--- config.mk ---
export PLATFORM = sky130hd
export DESIGN_NAME = pwm_stereo_modulator
export DESIGN_NICKNAME = d
export VERILOG_FILES = /design/src/rtl/pwm_stereo_modulator.sv
export SDC_FILE = /design/constraint.sdc
export NUM_CORES = 1
export LEC_CHECK = 0
export CELL_PAD_IN_SITES_DETAIL_PLACEMENT = 1
export CELL_PAD_IN_SITES_GLOBAL_PLACEMENT = 2
export CORE_ASPECT_RATIO = 1.5
export CORE_UTILIZATION = 29
export CTS_BUF_LIST = sky130_fd_sc_hd__clkbuf_8
export CTS_CLUSTER_SIZE = 8
export DETAILED_ROUTE_END_ITERATION = 12
export PLACE_DENSITY = 0.76
export SLEW_MARGIN = 20
export SYNTH_ARGS = -nofsm -noshare
export SYNTH_HDL_FRONTEND = slang
export SYNTH_SLANG_ARGS = --single-unit
--- constraint.sdc ---
create_clock -name clk -period 1.6 [get_ports clk]
set_input_delay 0.4 -clock clk [delete_from_list [all_inputs] [get_ports clk]]
set_output_delay 0.4 -clock clk [all_outputs]
set_load 0.05 [all_outputs]
--- src/rtl/pwm_stereo_modulator.sv ---
// Stereo PCM-to-PWM modulator with a one-pair shadow buffer; duties swap only at period wrap.
// Define PWM_UNDERRUN_CNT_EN to build the saturating underrun counter; otherwise underrun_cnt is tied to 0.
module pwm_stereo_modulator #(
    parameter int SAMPLE_W = 16,
    parameter int PWM_W    = 8
) (
    input  logic                clk,
    input  logic                rst,
    input  logic                sample_valid,
    input  logic [SAMPLE_W-1:0] sample_left,
    input  logic [SAMPLE_W-1:0] sample_right,
    output logic                sample_ready,
    output logic                left_channel,
    output logic                right_channel,
    output logic [7:0]          underrun_cnt
);

    localparam logic [PWM_W-1:0] MIDSCALE = PWM_W'(1) << (PWM_W - 1);
    localparam logic [PWM_W-1:0] TOP      = '1;

    logic [PWM_W-1:0] cnt_q, cnt_d;
    logic [PWM_W-1:0] shl_q, shr_q;
    logic [PWM_W-1:0] actl_q, actr_q;
    logic [PWM_W-1:0] duty_l, duty_r;
    logic             full_q;
    logic             left_q, right_q;
    logic             wrap, accept;
    logic             unused_bits;

    // Offset binary: flipping the sign bit maps -full..+full onto 0..2^PWM_W-1.
    assign duty_l = sample_left[SAMPLE_W-1 -: PWM_W] ^ MIDSCALE;
    assign duty_r = sample_right[SAMPLE_W-1 -: PWM_W] ^ MIDSCALE;
    assign unused_bits = ^{sample_left, sample_right};

    assign cnt_d        = cnt_q + PWM_W'(1);
    assign wrap         = (cnt_q == TOP);
    assign sample_ready = !full_q;
    assign accept       = sample_valid && !full_q;

    always_ff @(posedge clk or posedge rst) begin
        if (rst) begin
            cnt_q   <= '0;
            shl_q   <= '0;
            shr_q   <= '0;
            full_q  <= 1'b0;
            actl_q  <= MIDSCALE;
            actr_q  <= MIDSCALE;
            left_q  <= 1'b0;
            right_q <= 1'b0;
        end else begin
            cnt_q   <= cnt_d;
            left_q  <= (cnt_q < actl_q);
            right_q <= (cnt_q < actr_q);
            // accept implies an empty shadow, so a wrap with a full shadow never races a new write.
            if (wrap && full_q) begin
                actl_q <= shl_q;
                actr_q <= shr_q;
                full_q <= 1'b0;
            end else if (accept) begin
                shl_q  <= duty_l;
                shr_q  <= duty_r;
                full_q <= 1'b1;
            end
        end
    end

    assign left_channel  = left_q;
    assign right_channel = right_q;

`ifdef PWM_UNDERRUN_CNT_EN
    logic [7:0] ucnt_q, ucnt_d;

    assign ucnt_d = (ucnt_q == 8'hFF) ? ucnt_q : ucnt_q + 8'd1;

    always_ff @(posedge clk or posedge rst) begin
        if (rst) begin
            ucnt_q <= '0;
        end else if (wrap && !full_q) begin
            ucnt_q <= ucnt_d;
        end
    end

    assign underrun_cnt = ucnt_q;
`else
    assign underrun_cnt = '0;
`endif

endmodule
# After elaboration in Yosys (flattened, before gate mapping)
# Index checks and enable logic that the tools add are counted.
# Widths: inputs -> output; s select.
# op_classes
n_addsub,1
magnitude_cmp,2
n_eq_ne,1
n_mux,2
bitwise,3
reduce_logical,5
# op_table
op,count
$lt 8x8->1,2
$add 8x1->8 const B,1
$eq 8x8->1 const B,1
$not 1->1,3
$logic_and 1x1->1,2
$mux 1,2
$reduce_and 2->1,1
$reduce_bool 2->1,1
$logic_not 1->1,1
# totals
regBits,43
input_bits,35
out_inout_bits,11
wordCells,22

# Longest topological paths before layout
# Gate-level depths: netlist of run 1.
# logic_depth
word_depth,4
ltp_mapped,5
depth_no_buf,5

# Worst setup path after synthesis of run 1
# No wires, ideal clock.
# synth_path
path_type,flip-flop to flip-flop
from,register cnt_q[0]
to,register actl_q[0]
setup_time_ps,125
t_arrival_ps,1557
t_required_ps,1475
slack_ps,-82
path_stages_with_launch,6
path_buffers,1
synth_period_minus_slack_ps,1682
cell_sequence,dfrtp_1 > ha_1 > nand3_4 > nor3_4 > buf_8 > mux2_2
# synth_between
elab_chain_cells,2
# synth_rtl
item,line_no,rtl
start: declaration,21,"logic [PWM_W-1:0] cnt_q, cnt_d;"
start signal: assignment,51,cnt_q <= cnt_d;
$eq 8x8->1,36,assign wrap = (cnt_q == TOP);
$logic_and 1x1->1,55,if (wrap && full_q) begin
end signal: assignment,56,actl_q <= shl_q;
end: declaration,23,"logic [PWM_W-1:0] actl_q, actr_q;"
# No other way between the ends.
# A chain may end at the register's enable or synchronous reset.

# Final worst setup path of run 1
# layout_path
from,register cnt_q[1]
to,register actr_q[4]
# layout_between
elab_chain_cells,2
# layout_rtl
item,line_no,rtl
$eq 8x8->1,36,
$logic_and 1x1->1,55,
end signal: assignment,57,actr_q <= shr_q;
end: declaration,23,
# No other way between the ends.

==> results.md, run 1 <==
- Worst-path cell chain: ha_4, nand3_4, nor3_4, buf_12, clkbuf_16, mux2_4
- Critical-path top delay cell: dfrtp_1
- Post-DP HPWL: around 2800 µm
- Final setup vio count: 0
- R2R Path Start: cnt_q[1]
- Synth Area in Adders: 0.0919
- FP Rows: 37
- Status: complete, but fails checks
- Failing checks: design-rule violations
- Worst Setup SP: cnt_q[1]
- Core Util, Final: 0.387
- Share of layout cells above drive strength 1: 0.190
- Mux cell area share after synthesis: 0.0882
- Initial antenna violation count: 0
- Critical path arrival: between 1.5 and 2 ns
- Min-delay worst type: input port to asynchronous set/reset pin
- PwrDens: between 700 and 800 nW/µm²
- Simple-gate share of the synthesized area: 0.150
- Core area: 6850 µm²
- Pin count of the biggest net entering global routing: 44
- Residual DRC: 2
- Async SR Flop Fraction: 1.00
- Startpoint Class: register
- Total Wirelength: approximately 3800 µm
- Worst-skew pair later-pin latency: 0.29 ns
- Setup Crit Path Kind: register to register
- Post-synth EDFFs: 0
- Crit path max fanout: 8
- Clk root buf: clkbuf_8
- Die X: a little over 70 µm
- CP required: approximately 1.8 ns
- Sequential Area: 1080 µm²
- Hold buffers post-CTS: 0
- Die area: about 7400 µm²
- Worst-path clk slew: 0.08 ns
- Mapped Cells: approximately 200
- First-pass GRT wire length: between 6000 and 7000 µm
- Gp weighted congestion: approximately 0.76
- # IOs: 46
- PortBufs: 21
- Vias in the first global route: between 1000 and 1500
- Fin nets: approximately 280
- Layout Cells excl Fill: between 300 and 400
- Syn Area/Cell: roughly 10 µm²
- Yosys reg bits: between 40 and 50
- H-tree Lvls: 2
- Remaining global-route overflow: 0
- Total GRT Usage: 0.117
- Fmax: about 640 MHz
- Iter 0 DRT Violations: 33
- Antenna cells: 0
- Main combinational cell family by area after synthesis: simple AND/OR/NAND/NOR gates
- Final Hold Fails: 0
- Clock Path Buffers: 2
- Antenna Nets Post-Route: 0
- LEAKAGE: roughly 1.3 nW
- Sequential area share after synthesis: 0.528
- Max cap viols: 0
- Clock Sinks: 43
- DR vias/cell: roughly 4.4
- YS warnings: 0
- Num CTS Buffers: 5
- VDD IR max: 0.000556 V
- Die height: between 100 and 150 µm
- Fill cells: between 700 and 800
- WL/cell: ~12 µm
- Layout area overhead: 29.7%
- Mapped cell area: a little over 2000 µm²
- Starting Density: 0.298
- XOR/XNOR Fraction of Synth Area: 0.0257
- Inst Count DP: between 200 and 300
- Vias post-DR: roughly 1400
- CTS tree: done
- Area of the multi-input gates: slightly below 900 µm²
- Post-synth cell types: 24
- Compound-cell area share of the yosys netlist: 0.0374
- Final worst-path cycle share: 0.980
- Period minus WS final: roughly 1.6 ns
- Pwr Total: between 2 and 2.5 mW
- Clock skew: approximately 0.0097 ns
- Max Slew Vio Count: 0
- Drt pass-1 iters: 10
- Critical Path Sink Type: register
- Synth Flop Type: dfrtp_1
- CP max stage delay: about 0.4 ns
## report_power, final
| group | total, mW | internal, mW | switching (mW) | leakage (nW) |
|---|---|---|---|---|
| Clock | 0.740 | 0.387 | 0.353 | 0.0557 |
| Sequential | 1.16 | 1.13 | 0.0237 | 0.552 |
| Combinational | 0.151 | 0.0628 | 0.0881 | 0.698 |
| Total | 2.05 | 1.58 | 0.465 | 1.31 |
## cell usage after synthesis (2+ instances only)
master / instances / area share
clkbuf_1: 3 / 0.0055
nor2b_1: 3 / 0.0092
nor2_1: 6 / 0.011
o21ai_0: 4 / 0.0098
buf_4: 8 / 0.029
nand3_1: 5 / 0.012
ha_1: 15 / 0.092
dfrtp_1: 41 / 0.50
dfstp_2: 2 / 0.026
xnor2_1: 2 / 0.0086
xor2_1: 4 / 0.017
nand2_1: 50 / 0.092
mux2_2: 16 / 0.088
a21oi_1: 8 / 0.020
inv_1: 19 / 0.035
## per-stage QoR
| step | worst slack [ns] | hold WS [ns] | instance area, µm² | TNS (ns) |
|---|---|---|---|---|
| floorplan | -0.0471 | 0.440 | 2120 | -0.424 |
| CTS | 0.0314 | 0.480 | 2580 | 0 |
| detailed placement | 0.0484 | 0.460 | 2480 | 0 |
| global placement | 0.0782 | 0.460 | 2480 | 0 |
| global route | -0.0248 | 0.487 | 2650 | -0.243 |
| finish | 0.0312 | 0.467 | 2650 | 0 |
## state kept, by name (all words and copies together), names as in the netlist
| signal | count |
|---|---|
| actl_q | 8 |
| left_channel | 1 |
| cnt_q | 8 |
| shl_q | 8 |
| full_q | 1 |
| actr_q | 8 |
| right_channel | 1 |
| shr_q | 8 |
## critical path, delay by kind of cell, from the launching register on
| kind | cells | cell delay [ns] |
|---|---|---|
| buf+inv | 2 | 0.29 |
| flops | 1 | 0.39 |
| fa+ha+maj | 1 | 0.17 |
| mux | 1 | 0.29 |
| simple gates | 2 | 0.30 |
## repair_timing
action                                  CTS  global route
endpoints found under the setup margin    0             1
gates resized for setup                   0             0
setup buffers                             0             1
## area by class of cell
cell class,instances,area share
Clock buffer,7,0.0364
Clock inverter,1,0.00142
Inverter,19,0.0269
Multi-Input combinational cell,128,0.332
Sequential cell,43,0.407
Tap cell,78,0.0368
Timing Repair Buffer,34,0.160
## final timing paths
path | slack, ns | depth (start not counted) | end
setup / recovery | 0.03 | 6 | actr_q[4]
hold / removal | 0.47 | 3 | shr_q[7]
setup reg to reg | 0.03 | 6 | actr_q[4]
hold reg to reg | 0.47 | 2 | shl_q[4]
max in group asynchronous | 0.85 | 3 | actl_q[7]
min in group clk | 0.47 | 2 | shl_q[4]
## logic make-up after synthesis
kind of cell,after synthesis
compound gates,14
flops,43
buf+inv,31
fa+ha+maj,15
mux,16
other cells,1
xor+xnor,6
simple gates,69
## routing by layer
layer | global-route usage | part of all wire | up-vias
met5 | 0 | 0 | -
met3 | 0.0270 | 0.026 | 6
met1 | 0.137 | 0.42 | 661
met4 | 0.0557 | 0.023 | 0
li1 | - | - | 678
met2 | 0.201 | 0.53 | 21
## cell usage in the layout, fill, tap and decap left out, types with 2 or more instances in the layout
| cell | synthesis | layout |
|---|---|---|
| a21oi_1 | 8 | 8 |
| buf_12 | 0 | 7 |
| buf_4 | 8 | 7 |
| clkbuf_16 | 0 | 2 |
| clkbuf_8 | 0 | 7 |
| clkdlybuf4s50_1 | 0 | 18 |
| conb_1 | 1 | 8 |
| dfrtp_1 | 41 | 41 |
| dfstp_2 | 2 | 2 |
| ha_1 | 15 | 14 |
| inv_1 | 19 | 20 |
| mux2_2 | 16 | 7 |
| mux2_4 | 0 | 9 |
| nand2_1 | 50 | 50 |
| nand3_1 | 5 | 5 |
| nor2_1 | 6 | 6 |
| nor2b_1 | 3 | 3 |
| o21ai_0 | 4 | 4 |
| xnor2_1 | 2 | 2 |
| xor2_1 | 4 | 4 |
(Power assumes the default switching activity.)
==> inputs of run 2 (changes only) <==
--- a/config.mk
+++ b/config.mk
@@ -12,6 +12,7 @@
 export CTS_BUF_LIST = sky130_fd_sc_hd__clkbuf_8
 export CTS_CLUSTER_SIZE = 8
 export DETAILED_ROUTE_END_ITERATION = 12
+export GPL_ROUTABILITY_DRIVEN = 1
 export PLACE_DENSITY = 0.76
 export SLEW_MARGIN = 20
 export SYNTH_ARGS = -nofsm -noshare
==> results of run 2 <==
The final DEF is identical to that of run 1; final timing and power are the same.
==> patch: new RTL, flow settings as in run 1 <==
Add a define of `PWM_UNDERRUN_CNT_EN`.
--- a/src/rtl/pwm_stereo_modulator.sv
+++ b/src/rtl/pwm_stereo_modulator.sv
@@ -1,4 +1,6 @@
 // Stereo PCM-to-PWM modulator with a one-pair shadow buffer; duties swap only at period wrap.
 // Define PWM_UNDERRUN_CNT_EN to build the saturating underrun counter; otherwise underrun_cnt is tied to 0.
+`define PWM_UNDERRUN_CNT_EN
+
 module pwm_stereo_modulator #(
     parameter int SAMPLE_W = 16,
Behaviour: no difference found for any inputs over 10 cycles, from zero or initial values and one cycle with rst high; that may be too few to reach the edited logic, so the function may still have changed.
==> patch against run 1 <==
Sequential share of layout area is 0.96 points lower. Wire length rose by 30%. Sequential cell count is 8 higher. Worst setup slack lost 0.012 ns. Final area is 22% higher. Power is 5.3% higher. Area after synthesis grew 15%. Hold slack lost 0.012 ns.
==> patch: results (changes against run 1) <==
Seq pwr share = 62.9% (+6.4 points)
crit end category = flip-flop
Leak = 0.00152 uW (+17%)
status = finished clean
post-cts resize count = 1 (+1)
Max IR drop VDD = 0.000416 V (-25%)
Seq/Total Area, Yosys = 54.6% (+1.8 points)
Seq. pwr = 1360 uW (+17%)
Synth Net Count = 277
hold slack = 0.455 ns (-0.0120 ns)
XOR/XNOR share of the synthesized area = 3.74% (+1.2 points)
Placer Congestion = 0.782 (+2.8%)
Pint = 1690 uW (+6.9%)
fraction of layout cells with a size suffix above 1 = 22.1% (+3.2 points)
gr usage total = 14.1% (+2.3 points)
multiplexer share of the synthesized area = 2.57% (-6.3 points)
IO Port Bufs = 29 (+38%)
post-placement setup slack = -0.00696 ns (-0.0554 ns)
WL per Instance = 12.6 um (+2.7%)
ranking of synthesized cells by area = dfrtp_1 52%, nand2_1 9.9%, ha_1 8.6%
worst-path fanout max = 5 (-3)
NumNets Final = 339 (+21%)
post-placement cell area = 3070 um2 (+24%)
synthesis-to-layout area growth = 37.7%
Crit Reg-Reg Endpoint = actl_q[0]
final clock skew = 0.00447 ns (-0.00521 ns)
first-pass GRT wire length = 8.91 mm (+33%)
number of global-route vias before repair = 1940 (+33%)
distinct cell type count after synthesis = 31 (+29%)
placed instance count = 378 (+26%)
DRT Pass-1 Iters = 4 (-6)
Avg Vias per Cell = 4.42 (+0.35%)
Synth top cells by count = 62 x nand2_1, 49 x dfrtp_1, 16 x ha_1, 16 x inv_1, 14 x o21ai_1
Starting DRT DRC Count = 33 (unchanged)
largest net degree at the start of global routing = 19 (-57%)
syn avg cell area = 10.4 um2 (-1.1%)
Comb power frac = 5.6% (-1.8 points)
wirelength, routed = 4.93 mm (+30%)
postcts setup bufs = 1 (+1)
GRT overflow = 0 (unchanged)
worst reg2reg path depth = 5 (-1)
largest stage delay on the critical path = 0.42 ns (+0.03 ns)
Worst Path Arrival = 1.77 ns (+0.02 ns)
==> patch: cell types whose count changed in the layout (fill, tap and decap cells not counted), sizes merged, moves of 6 or more <==
cell   change
a21oi      -6
a21o       +6
dfrtp      +8
nand4      +6
mux2      -11
buf       +28
nand2     +13
o21ai     +12
conb       -8
==> patch: cell type report <==
class | instances | share of cell area, %
inverters | 17 | 2.10
flip-flops and latches | 51 | 39.7
clock buffers | 5 | 2.13
multi-input cells | 153 | 31.5
clock inverters | 3 | 0.349
repair buffers | 60 | 20.3
well taps | 102 | 3.96
==> patch: worst register-to-register path, delay by kind of cell (launching register included) <==
| kind | cells | cell delay, ns |
|---|---|---|
| flops | 1 | 0.42 |
| simple gates | 2 | 0.39 |
| mux | 1 | 0.32 |
| fa+ha+maj | 1 | 0.18 |
| buf+inv | 1 | 0.17 |
==> patch: layer usage <==
layer	vias up	global-route usage (%)	routed length, um
li1	867	-	-
met2	29	24.4	2680
met5	-	0	0
met3	5	2.87	123
met4	0	6.17	89
met1	828	16.2	2040
